[src/rtl/mult_result_buffer_pipelined.sv]
// ---------------------------------------------------------------------------
// mult_result_buffer_pipelined
//
// Accepts operand pairs over a valid/ready handshake. Each pair is multiplied
// in a PIPE_STAGES-deep pipeline, signed or unsigned. Products are stored in
// order in a DEPTH-entry two-port memory and then streamed out as one burst.
// A fill ends when the buffer is full or a flush is accepted. The block then
// drains the in-flight products before it offers the buffer for read-out.
//
// Ports
//   clk          clock
//   rst_n        asynchronous active-low reset
//   operandA     multiplicand            [A_WIDTH]
//   operandB     multiplier              [B_WIDTH]
//   EN_mult      operand valid, taken when EN_mult && RDY_mult
//   flush        end the current fill early (needs at least one operand)
//   EN_readMem   start a read burst, taken when EN_readMem && RDY_readMem
//   RDY_mult     ready for operands
//   RDY_readMem  buffer complete, a burst may start
//   memVal       burst read data         [A_WIDTH+B_WIDTH]
//   VALID_memVal memVal carries a stored product this cycle
//   fill_count   operands issued in the current fill, in-flight included
//
// memory_wrapper_2port
//   Port B writes. Port A reads with one cycle of latency. Both enables are
//   active-low. q keeps its value on cycles with no read.
// ---------------------------------------------------------------------------

module memory_wrapper_2port #(
    parameter int WIDTH    = 32,
    parameter int LOGDEPTH = 6
) (
    input  logic                clk,
    input  logic                cenA,
    input  logic [LOGDEPTH-1:0] aA,
    output logic [WIDTH-1:0]    q,
    input  logic                cenB,
    input  logic [LOGDEPTH-1:0] aB,
    input  logic [WIDTH-1:0]    d
);

    logic [WIDTH-1:0] mem [0:(1<<LOGDEPTH)-1];

    always_ff @(posedge clk) begin
        if (!cenB) mem[aB] <= d;
        if (!cenA) q <= mem[aA];
    end

endmodule

module mult_result_buffer_pipelined #(
    parameter int A_WIDTH     = 16,
    parameter int B_WIDTH     = 16,
    parameter int DEPTH       = 64,
    parameter int PIPE_STAGES = 2,
    parameter int SIGNED      = 0
) (
    input  logic                          clk,
    input  logic                          rst_n,
    input  logic [A_WIDTH-1:0]            operandA,
    input  logic [B_WIDTH-1:0]            operandB,
    input  logic                          EN_mult,
    input  logic                          flush,
    input  logic                          EN_readMem,
    output logic                          RDY_mult,
    output logic                          RDY_readMem,
    output logic [A_WIDTH+B_WIDTH-1:0]    memVal,
    output logic                          VALID_memVal,
    output logic [$clog2(DEPTH+1)-1:0]    fill_count
);

    localparam int P  = A_WIDTH + B_WIDTH;
    localparam int AW = $clog2(DEPTH);
    localparam int CW = $clog2(DEPTH+1);
    localparam logic [CW-1:0] DEPTH_C = CW'(DEPTH);

    typedef enum logic [1:0] {S_FILL, S_DRAIN, S_FULL, S_READ} state_t;

    // Both operands are extended to P bits. The multiply is then taken modulo
    // 2^P, which gives the exact full-precision product for signed and
    // unsigned operands alike.
    function automatic logic [P-1:0] mul_full(input logic [A_WIDTH-1:0] a,
                                              input logic [B_WIDTH-1:0] b);
        logic signed [P-1:0] ea;
        logic signed [P-1:0] eb;
        if (SIGNED != 0) begin
            ea = {{B_WIDTH{a[A_WIDTH-1]}}, a};
            eb = {{A_WIDTH{b[B_WIDTH-1]}}, b};
        end else begin
            ea = {{B_WIDTH{1'b0}}, a};
            eb = {{A_WIDTH{1'b0}}, b};
        end
        return ea * eb;
    endfunction

    state_t                 state, state_nxt;
    logic [CW-1:0]          rd_addr;
    logic                   fill_open;
    logic                   accept;
    logic                   flush_acc;
    logic                   last_slot;
    logic                   rd_active;
    logic                   rd_done;
    logic                   pipe_busy;

    logic [PIPE_STAGES-1:0] vld_p;
    logic [AW-1:0]          wa_p [PIPE_STAGES];
    logic [P-1:0]           wr_data;

    assign fill_open = (state == S_FILL) && (fill_count < DEPTH_C);
    assign accept    = EN_mult && fill_open;
    // A flush with nothing issued and nothing arriving is ignored.
    assign flush_acc = (state == S_FILL) && flush && ((fill_count != '0) || accept);
    assign last_slot = accept && (fill_count == DEPTH_C - CW'(1));
    assign rd_active = (state == S_READ) && (rd_addr != fill_count);
    assign rd_done   = (state == S_READ) && (rd_addr == fill_count);
    assign pipe_busy = |vld_p;

    always_ff @(posedge clk or negedge rst_n) begin
        if (!rst_n) begin
            state        <= S_FILL;
            fill_count   <= '0;
            rd_addr      <= '0;
            VALID_memVal <= 1'b0;
        end else begin
            state        <= state_nxt;
            VALID_memVal <= rd_active;
            if (accept)       fill_count <= fill_count + CW'(1);
            else if (rd_done) fill_count <= '0;
            if (rd_done)                rd_addr <= '0;
            else if (state == S_READ)   rd_addr <= rd_addr + CW'(1);
        end
    end

    always_comb begin
        state_nxt   = state;
        RDY_mult    = fill_open;
        RDY_readMem = (state == S_FULL);
        case (state)
            S_FILL:  if (last_slot || flush_acc) state_nxt = S_DRAIN;
            // The last write leaves the pipeline before read-out is offered.
            S_DRAIN: if (!pipe_busy)             state_nxt = S_FULL;
            S_FULL:  if (EN_readMem)             state_nxt = S_READ;
            S_READ:  if (rd_done)                state_nxt = S_FILL;
            default:                             state_nxt = S_FILL;
        endcase
    end

    // ---- stage p0 .. p(PIPE_STAGES-1): valid bits and write addresses ----
    always_ff @(posedge clk or negedge rst_n) begin
        if (!rst_n) begin
            vld_p <= '0;
        end else begin
            vld_p[0] <= accept;
            for (int k = 1; k < PIPE_STAGES; k++) vld_p[k] <= vld_p[k-1];
        end
    end

    always_ff @(posedge clk) begin
        wa_p[0] <= fill_count[AW-1:0];
        for (int k = 1; k < PIPE_STAGES; k++) wa_p[k] <= wa_p[k-1];
    end

    // ---- data path: operands at p0, product from p1, delayed to the last stage ----
    if (PIPE_STAGES == 1) begin : g_one
        logic [P-1:0] prod_p0;
        always_ff @(posedge clk) prod_p0 <= mul_full(operandA, operandB);
        assign wr_data = prod_p0;
    end else begin : g_multi
        logic [A_WIDTH-1:0] a_p0;
        logic [B_WIDTH-1:0] b_p0;
        logic [P-1:0]       prod_pn [1:PIPE_STAGES-1];
        always_ff @(posedge clk) begin
            a_p0       <= operandA;
            b_p0       <= operandB;
            prod_pn[1] <= mul_full(a_p0, b_p0);
            for (int k = 2; k < PIPE_STAGES; k++) prod_pn[k] <= prod_pn[k-1];
        end
        assign wr_data = prod_pn[PIPE_STAGES-1];
    end

    // ---- memory: last pipeline stage writes, the burst reads ----
    memory_wrapper_2port #(
        .WIDTH    (P),
        .LOGDEPTH (AW)
    ) u_mem (
        .clk  (clk),
        .cenA (~rd_active),
        .aA   (rd_addr[AW-1:0]),
        .q    (memVal),
        .cenB (~vld_p[PIPE_STAGES-1]),
        .aB   (wa_p[PIPE_STAGES-1]),
        .d    (wr_data)
    );

endmodule

[config.mk]
export PLATFORM = sky130hd
export DESIGN_NAME = mult_result_buffer_pipelined
export DESIGN_NICKNAME = d
export VERILOG_FILES = /design/src/rtl/mult_result_buffer_pipelined.sv
export SDC_FILE = /design/constraint.sdc
export NUM_CORES = 2
export LEC_CHECK = 0
export BUFFER_PORTS_ARGS = -buffer_cell sky130_fd_sc_hd__buf_4
export CAP_MARGIN = 15
export CORE_UTILIZATION = 28
export DETAILED_ROUTE_END_ITERATION = 10
export GPL_ROUTABILITY_DRIVEN = 0
export PLACE_DENSITY = 0.45
export SETUP_SLACK_MARGIN = 0.4
export SLEW_MARGIN = 20
export SYNTH_ARGS = -nofsm -noshare
export SYNTH_HDL_FRONTEND = slang
export SYNTH_SLANG_ARGS = --single-unit
[constraint.sdc]
create_clock -name clk -period 5.71 [get_ports clk]
set_input_delay 0 -clock clk [delete_from_list [all_inputs] [get_ports clk]]
set_output_delay 0 -clock clk [all_outputs]
set_load 0.01 [all_outputs]
==> results by group <==
GRT
  – GRT overflow: 0
  – Global-route wire length before repair: 338 mm
  – Pin count of the biggest net entering global routing: about 110
  – Gr usage total: 0.145
  – Initial antenna violation count: 15
  – Vias in the first global route: 44800

Drt
  – DR vias: ~42000
  – DRT Pass-1 Iters: 7
  – Total Wirelength: about 240 mm
  – Residual DRC count: 0
  – DRT iter0 DRCs: 3553
  – Post-DRT Antenna Nets: 0
  – Number of vias per cell: 4.68
  – Wire per inst: 26.3 µm

Synthesis
  – Yosys cell types: 51
  – Cells after Synth: 4173
  – Mapped Avg Cell Area: 21.5 µm²
  – Synth Area in Compound Gates: 0.00689
  – EDFF count, synth: roughly 2100
  – Largest family of logic cells by synthesized area: multiplexers
  – Area share of the largest cell type after synthesis: 0.696
  – Cell with the most instances after synthesis: edfxtp_1
  – Post-synthesis mux area share: 0.169
  – Post-Synth XOR/XNOR Area: 0.00400
  – Synth warnings: 0
  – Area contributors post-synth: edfxtp_1 (70%), mux4_2 (17%), fa_1 (4.3%)
  – Cell Area, Synth: 89700 µm²
  – Adder-cell area share of the yosys netlist: 0.0589
  – FF+latch count, synth: about 2200
  – Top post-synthesis cells by count: edfxtp_1 (2080), mux4_2 (672), inv_1 (233), fa_1 (194), nand2_1 (172)
  – Post-synthesis simple-gate area fraction: 0.0233
  – Post-synthesis sequential area ratio: 0.719
  – Syn_nets: between 4000 and 5000
  – Post-synth top flop: edfxtp_1
  – Synth area leader: edfxtp_1
  – Ys async rst share: 0.00874

Die
  – Core region area: 318000 µm²
  – Die height: 568 µm
  – Num rows: 207
  – Die Width: 568 µm
  – Die ar.: 323000 µm²
  – Starting Density: 0.282
  – # IOs: 79

Critical path
  – FF-to-FF End: g_multi.prod_pn[1][30]$_DFF_P_
  – Crit path launch type: flop
  – WP data required: 6.41 ns
  – Max stage delay cell, worst path: fa_1
  – Cells along the critical path: buf_6, and2_4, fa_1, inv_2, fa_2, fa_2, fa_1, inv_2, fa_1, inv_2, fa_1, inv_2, ha_4, nand3_4, buf_4, nor2_1, o21ai_2, a21oi_1, buf_4, a31oi_1, buf_4, o311ai_2
  – Crit-path max FO: 6
  – Cell depth of the worst flop-to-flop path: 22
  – Worst Path Arrival: 6.12 ns
  – Worst setup path startpoint: g_multi.a_p0[7]$_DFF_P_
  – CP endpoint kind: flop
  – R2r startpoint: g_multi.a_p0[7]$_DFF_P_
  – Critical Setup Path Class: flop to flop
  – R2r setup slk: a little under 0.3 ns
  – Critical Path End: g_multi.prod_pn[1][30]$_DFF_P_
  – CP max stage delay: 0.55 ns

Run status
  – Status: finished, final reports clean

Timing
  – Max_slew headroom: 0.311
  – Period utilization: 0.948
  – Max Slew Vio Count: 0
  – Crit path time final: 5.41 ns
  – F_max: 185 MHz
  – Clock skew: around 0.13 ns
  – RSZ-0062 raised after global routing: yes
  – Final setup fails: 0
  – Worst Tran Pin Value: 1.03 ns
  – Final Hold Fails: 0
  – Total Neg Setup Slack: 0 ns

Place
  – DPL Wire Length: around 140 mm
  – IO Port Bufs: 78

Flow run
  – MaxCap Viol Count: 0

Power and ir drop
  – Tot Pwr: 46.6 mW
  – Pwr dens: 440 nW/µm²
  – Peak VDD IR: slightly below 800 µV
  – Static leakage: 34.6 nW

Clocking
  – Htree depth: 4
  – Latest clock arrival within the worst-skew pair: just over 0.9 ns
  – Root Buffer: clkbuf_16
  – Clk sink count: roughly 2200
  – CTS tree: done
  – Clock slew at reported path FFs: 0.06 ns
  – Inserted Clock Buffers: roughly 240
  – Max clock buf depth: 4

Layout
  – Layout cells sized above 1: 0.320
  – Layout Area Growth over Synthesis: 18.1%
  – Layout Nets: 4924
  – Layout filler cell count: 30000

Worst hold path
  – Hold Crit Class: primary input to flop
## how the worst min path moves through the flow
stage	startpoint	to	cells after the start
floorplan	rst_n	VALID_memVal$_DFF_PN0_	0
CTS	EN_mult	fill_count[0]$_DFFE_PN0P_	4
global placement	rst_n	VALID_memVal$_DFF_PN0_	1
detailed placement	rst_n	VALID_memVal$_DFF_PN0_	1
global route	EN_mult	fill_count[0]$_DFFE_PN0P_	4
finish	EN_mult	fill_count[0]$_DFFE_PN0P_	4
## state kept, by name, indices dropped and copies added, names as in the netlist
| register | count |
|---|---|
| VALID_memVal | 1 |
| state | 2 |
| fill_count | 7 |
| u_mem.mem | 2048 |
| g_multi.b_p0 | 16 |
| vld_p | 2 |
| wa_p | 12 |
| u_mem.q | 32 |
| g_multi.a_p0 | 16 |
| rd_addr | 7 |
| g_multi.prod_pn | 32 |
## per-layer routing
| layer | wire length, µm | up-vias | GRT usage |
|---|---|---|---|
| li1 | - | 17700 | - |
| met1 | 105000 | 23100 | 0.200 |
| met2 | 115000 | 879 | 0.243 |
| met3 | 10700 | 306 | 0.0215 |
| met4 | 4850 | 0 | 0.0328 |
| met5 | 0 | - | 0 |
## kinds of logic after synthesis
group | count (synthesis)
DFF | 2175
muxes | 673
and+or+nand+nor | 443
buffers and inverters | 433
adders and majority gates | 306
AOI/OAI and AO/OA | 102
xor gates and xnor gates | 41
## final cells by class
type	count	area, µm²	share of cell area
sequential	2175	64600	0.610
multi-input combinational	1565	24400	0.230
clock buffer	285	6130	0.0579
tap	4180	5230	0.0494
timing repair buffer	369	3280	0.0309
clock inverter	140	1320	0.0125
inverter	235	882	0.00833
antenna	6	15.0	0.000142
## worst max-delay path: cells and delay by family, from the launching register on
family	cells	cell delay [ns]
adder cells (fa/ha/maj)	7	3.31
buffers and inverters	8	0.78
flip-flops	1	0.37
AND/OR/NAND/NOR	3	0.33
AO/OA/AOI/OAI	4	0.53
## power breakdown
part	internal (mW)	total, mW	switching [mW]
sequential	19.8	20.7	0.914
clock	8.60	14.9	6.28
combinational	4.73	11.1	6.35
total	33.1	46.6	13.6
## layout by cell type (no fill, tap or decap), drive strengths merged, types with 5 or more instances in the layout
master,netlist,layout
a21o,10,10
a21oi,29,29
a31oi,7,7
and2,123,123
buf,74,300
bufinv,0,22
clkbuf,124,285
clkinv,0,102
clkinvlp,0,10
dfrtp,19,19
dfxtp,76,76
diode,0,6
dlygate4sd3,0,69
edfxtp,2080,2080
fa,194,194
ha,112,112
inv,235,241
mux4,672,672
nand2,172,172
nand3,22,22
nand4,6,6
nor2,92,92
nor2b,7,7
o21ai,29,29
o22ai,5,5
xnor2,24,24
xor2,17,17
## stage by stage
step	worst slack [ns]	area, µm²	instances	hold slack (ns)	util
final	0.296	106000	8955	0.119	0.333
after global routing	0.108	106000	8950	0.122	0.333
after CTS	0.255	105000	8936	0.0499	0.331
after detailed placement	0.00959	97100	8432	-0.105	0.305
after global placement	0.0814	97100	8432	-0.100	0.305
after floorplan	0.387	89900	4173	-0.296	-
## what timing repair did
| item | 4_1_cts | 5_1_grt |
|---|---|---|
| endpoints found under the hold margin | 61 | 0 |
| gates resized for setup | 62 | 71 |
| pin swaps | 23 | 34 |
| setup buffers | 10 | 13 |
| hold buffers | 69 | 0 |
| endpoints found under the setup margin | 18 | 18 |
| cloned | 0 | 0 |
Note: power is estimated with default switching activity, not from simulation.
